--- src/rtl/pixie_video_gen.sv ---
// pixie_video_gen: CDP1861-style raster timing generator with 1-bpp
// framebuffer fetch, display gating and INT/EFx status outputs.
// Optional feature macro: PIXIE_SCANLINE_EN (blank the last replicated line
// of each source row when V_SCALE >= 2).
module pixie_video_gen #(
    parameter int H_TOTAL        = 112,
    parameter int H_ACTIVE_START = 18,
    parameter int H_ACTIVE_BYTES = 8,
    parameter int HSYNC_START    = 2,
    parameter int HSYNC_WIDTH    = 12,
    parameter int V_TOTAL        = 262,
    parameter int V_ACTIVE_START = 64,
    parameter int V_ACTIVE_ROWS  = 32,
    parameter int V_SCALE        = 1,
    parameter int VSYNC_START    = 0,
    parameter int VSYNC_HEIGHT   = 16,
    parameter int ADDR_W         = 10
) (
    input  logic              clk,
    input  logic              reset,
    input  logic              disp_on,
    output logic              fb_read_en,
    output logic [ADDR_W-1:0] fb_addr,
    input  logic [7:0]        fb_data,
    output logic              video,
    output logic              HSync,
    output logic              VSync,
    output logic              csync,
    output logic              HBlank,
    output logic              VBlank,
    output logic              video_de,
    output logic              int_req,
    output logic              efx
);
    localparam int HW           = $clog2(H_TOTAL + 1);
    localparam int VW           = $clog2(V_TOTAL + 1);
    localparam int PIX_W        = 8 * H_ACTIVE_BYTES;
    localparam int V_ACTIVE_END = V_ACTIVE_START + V_ACTIVE_ROWS * V_SCALE;

    localparam logic [HW-1:0] H_LAST   = HW'(H_TOTAL - 1);
    localparam logic [HW-1:0] FETCH_LO = HW'(H_ACTIVE_START - 3);
    localparam logic [HW-1:0] PIX_LO   = HW'(H_ACTIVE_START);
    localparam logic [HW-1:0] PIX_LEN  = HW'(PIX_W);
    localparam logic [HW-1:0] HS_LO    = HW'(HSYNC_START);
    localparam logic [HW-1:0] HS_LEN   = HW'(HSYNC_WIDTH);

    localparam logic [VW-1:0] V_LAST   = VW'(V_TOTAL - 1);
    localparam logic [VW-1:0] VA_LO    = VW'(V_ACTIVE_START);
    localparam logic [VW-1:0] VA_LEN   = VW'(V_ACTIVE_ROWS * V_SCALE);
    localparam logic [VW-1:0] VS_LO    = VW'(VSYNC_START);
    localparam logic [VW-1:0] VS_LEN   = VW'(VSYNC_HEIGHT);
    localparam logic [VW-1:0] INT_LO   = VW'(V_ACTIVE_START - 2);
    localparam logic [VW-1:0] EF_LO    = VW'(V_ACTIVE_START - 4);
    localparam logic [VW-1:0] EF2_LO   = VW'(V_ACTIVE_END - 4);

    localparam logic [2:0]        SUB_LAST = 3'(V_SCALE - 1);
    localparam logic [ADDR_W-1:0] ROW_STEP = ADDR_W'(H_ACTIVE_BYTES);

    // Window tests as wrap-around subtraction, so a zero lower bound needs no special case
    function automatic logic hwin(input logic [HW-1:0] v, input logic [HW-1:0] lo, input logic [HW-1:0] len);
        return (v - lo) < len;
    endfunction

    function automatic logic vwin(input logic [VW-1:0] v, input logic [VW-1:0] lo, input logic [VW-1:0] len);
        return (v - lo) < len;
    endfunction

    logic [HW-1:0]     hc;
    logic [VW-1:0]     vc;
    logic              frame_en;
    logic [2:0]        sub;
    logic [ADDR_W-1:0] row_base;
    logic [ADDR_W-1:0] col;
    logic              rd_d;
    logic [7:0]        shreg;

    logic          h_wrap, v_wrap, v_act, pix_act, fetch, last_rep;
    logic          hs, vs, hb, vb;
    logic [2:0]    fetch_ph;
    logic [VW-1:0] vc_nxt;

    // Decode the current counters; registered outputs below see these one cycle later
    always_comb begin
        h_wrap   = (hc == H_LAST);
        v_wrap   = (vc == V_LAST);
        vc_nxt   = v_wrap ? '0 : vc + VW'(1);
        v_act    = vwin(vc, VA_LO, VA_LEN);
        pix_act  = v_act && hwin(hc, PIX_LO, PIX_LEN);
        fetch_ph = 3'(hc - FETCH_LO);
        fetch    = frame_en && v_act && hwin(hc, FETCH_LO, PIX_LEN) && (fetch_ph == 3'd0);
        hs       = hwin(hc, HS_LO, HS_LEN);
        vs       = vwin(vc, VS_LO, VS_LEN);
        hb       = !hwin(hc, PIX_LO, PIX_LEN);
        vb       = !v_act;
`ifdef PIXIE_SCANLINE_EN
        last_rep = (V_SCALE >= 2) && (sub == SUB_LAST);
`else
        last_rep = 1'b0;
`endif
    end

    // Raster counters; display enable only changes at the frame wrap
    always_ff @(posedge clk) begin
        if (reset) begin
            hc       <= '0;
            vc       <= '0;
            frame_en <= 1'b0;
        end else begin
            hc <= h_wrap ? '0 : hc + HW'(1);
            if (h_wrap) begin
                vc <= vc_nxt;
                if (v_wrap) frame_en <= disp_on;
            end
        end
    end

    // Source row tracking: sub-line counter plus row base, advanced at each line end
    always_ff @(posedge clk) begin
        if (reset) begin
            sub      <= '0;
            row_base <= '0;
            col      <= '0;
        end else begin
            if (fetch) col <= col + ADDR_W'(1);
            if (h_wrap) begin
                col <= '0;
                if (vc_nxt == VA_LO) begin
                    sub      <= '0;
                    row_base <= '0;
                end else if (v_act) begin
                    if (sub == SUB_LAST) begin
                        sub      <= '0;
                        row_base <= row_base + ROW_STEP;
                    end else begin
                        sub <= sub + 3'd1;
                    end
                end
            end
        end
    end

    // Fetch strobe, pixel shifter and all externally visible registered outputs
    always_ff @(posedge clk) begin
        if (reset) begin
            fb_read_en <= 1'b0;
            fb_addr    <= '0;
            rd_d       <= 1'b0;
            shreg      <= '0;
            video      <= 1'b0;
            HSync      <= 1'b0;
            VSync      <= 1'b0;
            csync      <= 1'b0;
            HBlank     <= 1'b1;
            VBlank     <= 1'b1;
            video_de   <= 1'b0;
            int_req    <= 1'b0;
            efx        <= 1'b0;
        end else begin
            fb_read_en <= fetch;
            if (fetch) fb_addr <= row_base + col;
            rd_d       <= fb_read_en;
            shreg      <= rd_d ? fb_data : {shreg[6:0], 1'b0};
            video      <= shreg[7] && pix_act && frame_en && !last_rep;
            HSync      <= hs;
            VSync      <= vs;
            csync      <= hs ^ vs;
            HBlank     <= hb;
            VBlank     <= vb;
            video_de   <= !hb && !vb;
            int_req    <= frame_en && (vc >= INT_LO) && (vc < VA_LO);
            efx        <= frame_en && (((vc >= EF_LO) && (vc < VA_LO)) ||
                                       ((vc >= EF2_LO) && v_act));
        end
    end
endmodule

--- config.mk ---
export PLATFORM = sky130hd
export DESIGN_NAME = pixie_video_gen
export DESIGN_NICKNAME = d
export VERILOG_FILES = /design/src/rtl/pixie_video_gen.sv
export SDC_FILE = /design/constraint.sdc
export NUM_CORES = 1
export LEC_CHECK = 0
export BUFFER_PORTS_ARGS = -buffer_cell sky130_fd_sc_hd__buf_2
export CORE_MARGIN = 2
export CORE_UTILIZATION = 35
export DETAILED_ROUTE_END_ITERATION = 10
export PLACE_DENSITY = 0.54
export SKIP_LAST_GASP = 1
export SLEW_MARGIN = 20
export SYNTH_ARGS = -nofsm -noshare
export SYNTH_HDL_FRONTEND = slang
export SYNTH_SLANG_ARGS = --single-unit
export TNS_END_PERCENT = 100
--- constraint.sdc ---
create_clock -name clk -period 2.5 [get_ports clk]
set_input_delay 0.5 -clock clk [delete_from_list [all_inputs] [get_ports clk]]
set_output_delay 0.5 -clock clk [all_outputs]
set_load 0.05 [all_outputs]
Word level (Yosys, flattened, before mapping)
Index checks and enable logic that the tools add are counted.

Bits in latches: 0. Memory bits (writable): 0. Memories: 0. Logic and storage cells: 75. ROM bits: 0. Register bits: 69. Output and inout port bits: 20. Input bits: 11.

Divide/modulo/power cells: 0. Magnitude comparators: 9. Shifts and indexed selects: 0. Mux-type cells: 8. Reduce and logical (&&, ||, !) cells: 23. Multipliers: 0. Eq/ne operators: 3. Bitwise logic cells: 2. Add/sub/neg operators: 10.

Operators with widths (count): $mux 10 (3); $ge 9x6->1 const B (2); $lt 7x7->1 const B (2); $logic_and 1x1->1 (11); $add 10x1->10 const B (1); $add 10x10->10 (1); $add 10x4->10 const B (1); $add 9x1->9 const B (1); $eq 9x7->1 const B (1); $eq 9x9->1 const B (1); $ge 9x7->1 const B (1); $lt 9x5->1 const B (1); $lt 9x6->1 const B (1); $lt 9x7->1 const B (1); $mux 3 (3); $mux 9 (1); $sub 9x7->9 const B (1); $mux 8 (1); $add 7x1->7 const B (1); $eq 7x7->1 const B (1); $lt 7x4->1 const B (1); $sub 7x2->7 const B (1); $sub 7x4->7 const B (1); $sub 7x5->7 const B (1); other kinds (10) (15).

Longest topological paths before layout
Gate-level depths: netlist (run 1).

Depth in word-level cells: 5. Mapped depth: 9. Depth with buffers taken out: 7.

Worst setup path before layout (run 1)
Ideal clock, no wire load.

Path kind: register to register. From: reg vc[6]. To: reg fb_addr[4]. Data arrival time: 2055 ps. Cell stages (with the launch flop): 10. Path buffers: 2. Path slack: 375 ps. Path through: dfxtp_1 inv_1 ha_1 xor2_4 nor4b_4 and2_1 buf_6 buf_12 nand2_2 a21oi_2.

Word-level cells in the longest chain between the ends: 5.

Ends and longest elaborated chain: start: declaration (line 69) `logic [VW-1:0] vc;`; start signal: assignment (line 111) `vc <= vc_nxt;`; $sub 9x7->9 (line 65) `return (v - lo) < len;`; $lt 9x6->1 (line 65); $logic_and 1x1->1 (3 in a row) (line 90) `fetch = frame_en && v_act && hwin(hc, FETCH_LO, PIX_LEN) && (fetch_ph == 3'd0);`; end signal: assignment (line 160) `if (fetch) fb_addr <= row_base + col;`; end: declaration (line 23) `output logic [ADDR_W-1:0] fb_addr,`.

No other way between the ends. A chain may end at the register's enable or synchronous reset.

Final worst setup path (run 1)
From: reg vc[0]. To: reg row_base[6].

Word-level cells in the longest chain between the ends: 5. Elaborated cells between the ends (all ways): 10. Those cells by class: add/sub: 2; order compare: 1; eq/ne: 2; mux: 2; reduce/logical: 3.

Ends and longest elaborated chain: branches (longest 5 deep; another with $sub 9x7->9); end signal: assignment (line 133) `row_base <= row_base + ROW_STEP;`; end: declaration (line 72) `logic [ADDR_W-1:0] row_base;`.

Parallel ways; which one is timed is not known.

==> impl_metrics.toml, run 1 <==
[run_status]
status = "completed"

[critical_path]
r2r_setup_slack_ns = 0.27
cp_data_required_time_ns = 2.70
r2r-end = "row_base[6]$_SDFFE_PP0P_"
worst_setup_path_endpoint = "row_base[6]$_SDFFE_PP0P_"
startpoint_of_the_worst_register_to_register_path = "vc[0]$_SDFFE_PP0P_"
startpoint_of_the_worst_setup_timing_path = "vc[0]$_SDFFE_PP0P_"
critPathKind = "reg2reg"
endpoint_kind = "flop"
cp.arrival_ns = 2.42
cell_count_of_the_worst_reg_to_reg_path = 6
worstPathMaxFanout = 9
worstSetupStartpointType = "flop"

[yosys]
netlist_top_cells_area = "dfxtp_1, ha_1, nor2_1"
synthDominantAreaCellType = "dfxtp_1"
asyncSetResetFlopFracSynth = 0
synth_fp_nets = 426
synthMostInstantiatedCell = "dfxtp_1"
most_numerous_cell_types_in_the_synthesized_netlist = "dfxtp_1, nor2_1, nand2_1"
most_frequently_used_flop_master_after_synthesis = "dfxtp_1"
post_synth_num_cell_types = 61
yosys.area.top_type_share = 0.3753
synthesis.area_per_instance_um2 = 8.914
synth_enable_flop_cells = 0
synth_cells = 395
syn_area_um2 = 3521
synth.ff_latch_count = 66
synth_seq_area_share = 0.3753
yosys_warnings = 0

[die]
initial_core_util = 0.3602
core_um2 = 9774
placement_rows = 36
die_area_um2 = 10880
floorplan.die.height_um = 104.3
ioPinCount = 31
chipWidth_um = 104.3

[clock_tree]
clock_path_buffers = 2
clock_tree.htree_level_count = 3
clockRootBuffer = "clkbuf_8"
clock_pin_slew_worst_setup_and_hold_paths_ns = 0.07
post-cts-setup-buffer-count = 0
cts_buffers = 9
cts_num_sinks = 66
hold_buffers = 0
cts_resized = 0
clock_tree_from_tritoncts = "yes"
clock_insertion_delay_at_the_later_pin_of_the_skew_report_ns = 0.34

[place]
placer_s_final_routability_congestion_estimate = 0.8600
dp_hpwl_um = 5433
port_buffers = 30

[sta]
fin_crit_sh = 0.8911
setup-violations-final = 0
rsz_0062_raised_after_global_routing = "no"
maxClockFrequency_mhz = 448.9
slew_headroom = 0.6314
timing_worst_slew_pin_value_ns = 0.5529
count_of_final_hold_check_violations = 0
setup_skew_after_layout_ns = 0.008635
timing.final.max_slew_violations = 0
final.hold.worst_slack_ns = 0.3930
tns_ns = 0
timing.final.crit_period_ns = 2.228

[global_route]
groute.usage.overall = 0.1489
grt_antenna_before_repair = 0
gr-total-overflow = 0
wire_length_of_the_first_global_routing_pass_um = 13300
grt_start_max_net_pins = 31
via_count_of_the_first_global_routing_pass = 2831

[layout]
antenna-diode-count = 0
layout-drive-gt1-share = 0.2079
nets = 459
flow.area_growth_from_synthesis_pct = 14.18

[route]
routed_length_per_instance_um = 13.37
final_wirelength_um = 7569
antenna_violating_nets_post_route = 0
detail_route.drc_violations = 0
routed-via-count = 2860
detailedRoute.firstIterationViolations = 169
drt_pass1_iterations = 4
routed_via_density = 5.053

[run]
max_cap_violations = 0

[power_and_ir_drop]
p_leak_nw = 1.539
cellPowerDensity_nw_per_um2 = 517.3
max-vdd-ir-drop_mv = 0.3283
power_mw = 2.080

[hold_path]
hold_path_class = "in2reg"
[power by group]
part	internal [mW]	switching, mW	total, mW
sequential	1.06	0.00911	1.07
clock	0.510	0.410	0.920
combinational	0.0334	0.0565	0.0899
total	1.60	0.476	2.08
[routing by layer]
metal,share of wire,track usage,vias up
met1,0.46,0.1871,1343
li1,-,-,1443
met4,0.021,0.05792,0
met5,0,0,-
met2,0.48,0.2470,61
met3,0.034,0.03383,13
[placed cells by master (no fill, tap or decap), drive strengths merged, types with 5 or more instances in the layout]
cell type   n
dfxtp      66
nor2       46
buf        43
nand2      36
a21oi      23
ha         20
xnor2      17
xor2       15
nand3      14
o21ai      13
inv        12
nor3       12
nand4      11
clkbuf     11
mux2i       9
nand2b      7
and3        5
a211oi      5
[how the worst min path moves through the flow]
| stage | start | end | slack [ns] | cells after the start |
|---|---|---|---|---|
| after global routing | fb_data[3] | shreg[3]$_SDFF_PP0_ | 0.38 | 3 |
| after global placement | fb_read_en$_SDFF_PP0_ | rd_d$_SDFF_PP0_ | 0.44 | 1 |
| after floorplan | shreg[0]$_SDFF_PP0_ | shreg[1]$_SDFF_PP0_ | 0.44 | 2 |
| after CTS | fb_data[5] | shreg[5]$_SDFF_PP0_ | 0.38 | 3 |
| after detailed placement | fb_addr[7]$_SDFFE_PP0P_ | fb_addr[7]$_SDFFE_PP0P_ | 0.45 | 2 |
| final | fb_data[3] | shreg[3]$_SDFF_PP0_ | 0.39 | 3 |
[critical path: stages (launching register included)]
cell       delay, ns
dfxtp_1         0.41
ha_1            0.41
xnor2_1         0.10
nor4_1          0.29
o2111ai_1       0.25
nor4_4          0.48
o22ai_1         0.14
[flip-flops by register name (all words and copies together), names as in the netlist, 3 cells and up]
| name | cells |
|---|---|
| sub | 3 |
| col | 10 |
| vc | 9 |
| fb_addr | 10 |
| shreg | 8 |
| row_base | 7 |
| hc | 7 |
[cell type report]
class / instances / area (µm²)
Clock buffer: 11 / 151.4
Clock inverter: 5 / 52.55
Fill cell: 1015 / 5754
Inverter: 12 / 45.04
Multi-Input combinational cell: 296 / 2036
Sequential cell: 66 / 1321
Tap cell: 133 / 166.4
Timing Repair Buffer: 43 / 247.7
[logic make-up after synthesis]
group / synth area share
other: 0.001065
XOR/XNOR: 0.08493
AND/OR/NAND/NOR: 0.2697
AO/OA/AOI/OAI: 0.1258
flip-flops: 0.3753
buffers and inverters: 0.04655
adder cells (fa/ha/maj): 0.07107
multiplexers: 0.02559
[through the flow]
| step | area (µm²) | cells | util | setup WS, ns |
|---|---|---|---|---|
| final | 4020 | 566 | 0.4113 | 0.2723 |
| after global routing | 4020 | 566 | 0.4113 | 0.08186 |
| after CTS | 4020 | 566 | 0.4113 | 0.2729 |
| after detailed placement | 3816 | 550 | 0.3904 | 0.2932 |
| after global placement | 3816 | 550 | 0.3904 | 0.3649 |
| after floorplan | 3521 | 395 | - | 0.3747 |
(Power assumes the default switching activity.)
==> run 2: changes to the inputs <==
ABC_AREA = 1   (was default)
PLACE_DENSITY = default   (was 0.54)
==> run 2 against run 1 <==
Non-clock buffer count fell by 6. Setup slack improved by 0.033 ns. Register-to-register slack improved by 0.03 ns. Utilization rose by 0.17 points. Synthesized area fell by 3.7%. Synthesized cell count rose by 19%. Sequential power barely moved. Sequential share of layout area rose by 1.4 points. Critical path type unchanged. Largest cell class unchanged. Highest routed layer unchanged.
==> impl_metrics.toml, run 2 <==
[run_status]
status = "completed"

[die]
chipWidth_um = 102.4
die_area_um2 = 10490
floorplan.die.height_um = 102.4
ioPinCount = 31
core_um2 = 9328
initial_core_util = 0.3634
placement_rows = 35

[yosys]
most_numerous_cell_types_in_the_synthesized_netlist = "nand2_1, nor2_1, dfxtp_1"
syn_area_um2 = 3390
synth_enable_flop_cells = 0
synthMostInstantiatedCell = "nand2_1"
netlist_top_cells_area = "dfxtp_1, nand2_1, nor2_1"
synth_fp_nets = 502
post_synth_num_cell_types = 43
yosys_warnings = 0
synth_seq_area_share = 0.3898
synthesis.area_per_instance_um2 = 7.196
synth_cells = 471
yosys.area.top_type_share = 0.3898
asyncSetResetFlopFracSynth = 0
synth.ff_latch_count = 66
synthDominantAreaCellType = "dfxtp_1"
most_frequently_used_flop_master_after_synthesis = "dfxtp_1"

[layout]
finish.utilization = 0.4130
flow.area_growth_from_synthesis_pct = 13.66
nets = 539
n_fill_cell = 959
antenna-diode-count = 0
layout.cells.most_common = "nand2_1"
layout-drive-gt1-share = 0.1270
layout_common_cells = "nand2_1, nor2_1, dfxtp_1"
top_regs = "col: 10 flops, fb_addr: 10 flops, vc: 9 flops"

[critical_path]
endpoint_kind = "flop"
worstPathMaxFanout = 11
worstSetupStartpointType = "flop"
cp_data_required_time_ns = 2.71
cp.arrival_ns = 2.40
critPathKind = "reg2reg"

[global_route]
via_count_of_the_first_global_routing_pass = 2760
wire_length_of_the_first_global_routing_pass_um = 12390
grt_antenna_before_repair = 0
gr-total-overflow = 0
groute.usage.overall = 0.1485
grt_start_max_net_pins = 26

[route]
final_wirelength_um = 7136
antenna_violating_nets_post_route = 0
drt_pass1_iterations = 5
routed_via_density = 4.677
detailedRoute.firstIterationViolations = 110
routed-via-count = 2998
routed_length_per_instance_um = 11.13
detail_route.drc_violations = 0

[clock_tree]
clock_path_buffers = 2
cts_resized = 0
clock_tree_from_tritoncts = "yes"
clock_insertion_delay_at_the_later_pin_of_the_skew_report_ns = 0.33
clock_tree.htree_level_count = 3
clock_pin_slew_worst_setup_and_hold_paths_ns = 0.07
cts_num_sinks = 66
hold_buffers = 0
cts_buffers = 9
post-cts-setup-buffer-count = 0
clockRootBuffer = "clkbuf_8"

[sta]
rsz_0062_raised_after_global_routing = "no"
timing.final.max_slew_violations = 0
setup_skew_after_layout_ns = 0.009473
maxClockFrequency_mhz = 455.6
fin_crit_sh = 0.8779
timing.final.crit_period_ns = 2.195
count_of_final_hold_check_violations = 0
setup-violations-final = 0
tns_ns = 0

[place]
port_buffers = 30
placer_s_final_routability_congestion_estimate = 0.8986
dp_hpwl_um = 5309

[power_and_ir_drop]
p_leak_nw = 1.835
cellPowerDensity_nw_per_um2 = 485.7
max-vdd-ir-drop_mv = 0.2415

[run]
max_cap_violations = 0

[hold_path]
hold_path_class = "in2reg"
run 2: kinds of logic after synthesis:
kind of cell    share of synthesized area
flops                              0.3898
xor+xnor                          0.03839
simple gates                       0.2979
other cells                      0.001106
buf+inv                           0.09339
fa+ha+maj                         0.07383
compound gates                     0.1056
run 2: worst paths after layout:
kind / from / to / slack [ns] / depth (start not counted)
worst max-delay path: vc[0]$_SDFFE_PP0P_ / sub[2]$_SDFFE_PP0P_ / 0.31 / 14
worst min register to register: fb_read_en$_SDFF_PP0_ / rd_d$_SDFF_PP0_ / 0.42 / 2
worst min-delay path: fb_data[0] / shreg[0]$_SDFF_PP0_ / 0.39 / 3
worst max register to register: vc[0]$_SDFFE_PP0P_ / sub[2]$_SDFFE_PP0P_ / 0.31 / 14
run 2: critical path, stage by stage, from the launching register on:
cell     delay, ns
dfxtp_1       0.44
ha_1          0.25
nand2_2       0.10
nor2_1        0.14
nand2_1       0.06
nand2_1       0.05
nand3_1       0.08
nor2_1        0.21
nand3_4       0.19
nand2_1       0.16
nand2_1       0.11
inv_1         0.12
nand2_1       0.07
nand2_1       0.05
nor2_1        0.03
run 2: final cells by class:
cell class	count	area (µm²)	share of cell area
sequential	66	1321	0.3430
clock buffer	12	135.1	0.03508
inverter	68	255.2	0.06626
timing repair buffer	37	202.7	0.05261
multi-input combinational	326	1759	0.4566
clock inverter	3	17.52	0.004547
tap	129	161.4	0.04190
run 2: layer usage:
| layer | vias up | share of wire | GRT usage |
|---|---|---|---|
| met5 | - | 0 | 0 |
| met4 | 0 | 0.017 | 0.06154 |
| met3 | 13 | 0.035 | 0.03488 |
| met2 | 48 | 0.45 | 0.2303 |
| met1 | 1350 | 0.49 | 0.1990 |
| li1 | 1587 | - | - |
run 2: power by group:
part           internal [mW]  leakage [nW]  switching (mW)  total (mW)
registers               1.06         0.533         0.00634        1.06
logic                 0.0245          1.23          0.0468      0.0713
clock network          0.352        0.0762           0.384       0.736
total                   1.43          1.83           0.437        1.87
run 2: through the flow:
step | hold slack (ns) | power [mW] | worst slack [ns] | instances | cell area (µm²)
2_1_floorplan | 0.4394 | 1.135 | 0.6335 | 471 | 3390
3_3_place_gp | 0.4098 | 1.158 | 0.3345 | 626 | 3692
3_5_place_dp | 0.4168 | 1.160 | 0.2905 | 626 | 3692
4_1_cts | 0.3780 | 1.900 | 0.2551 | 641 | 3845
5_1_grt | 0.3895 | 1.956 | 0.05414 | 641 | 3852
6_report | 0.3900 | 1.871 | 0.3052 | 641 | 3852
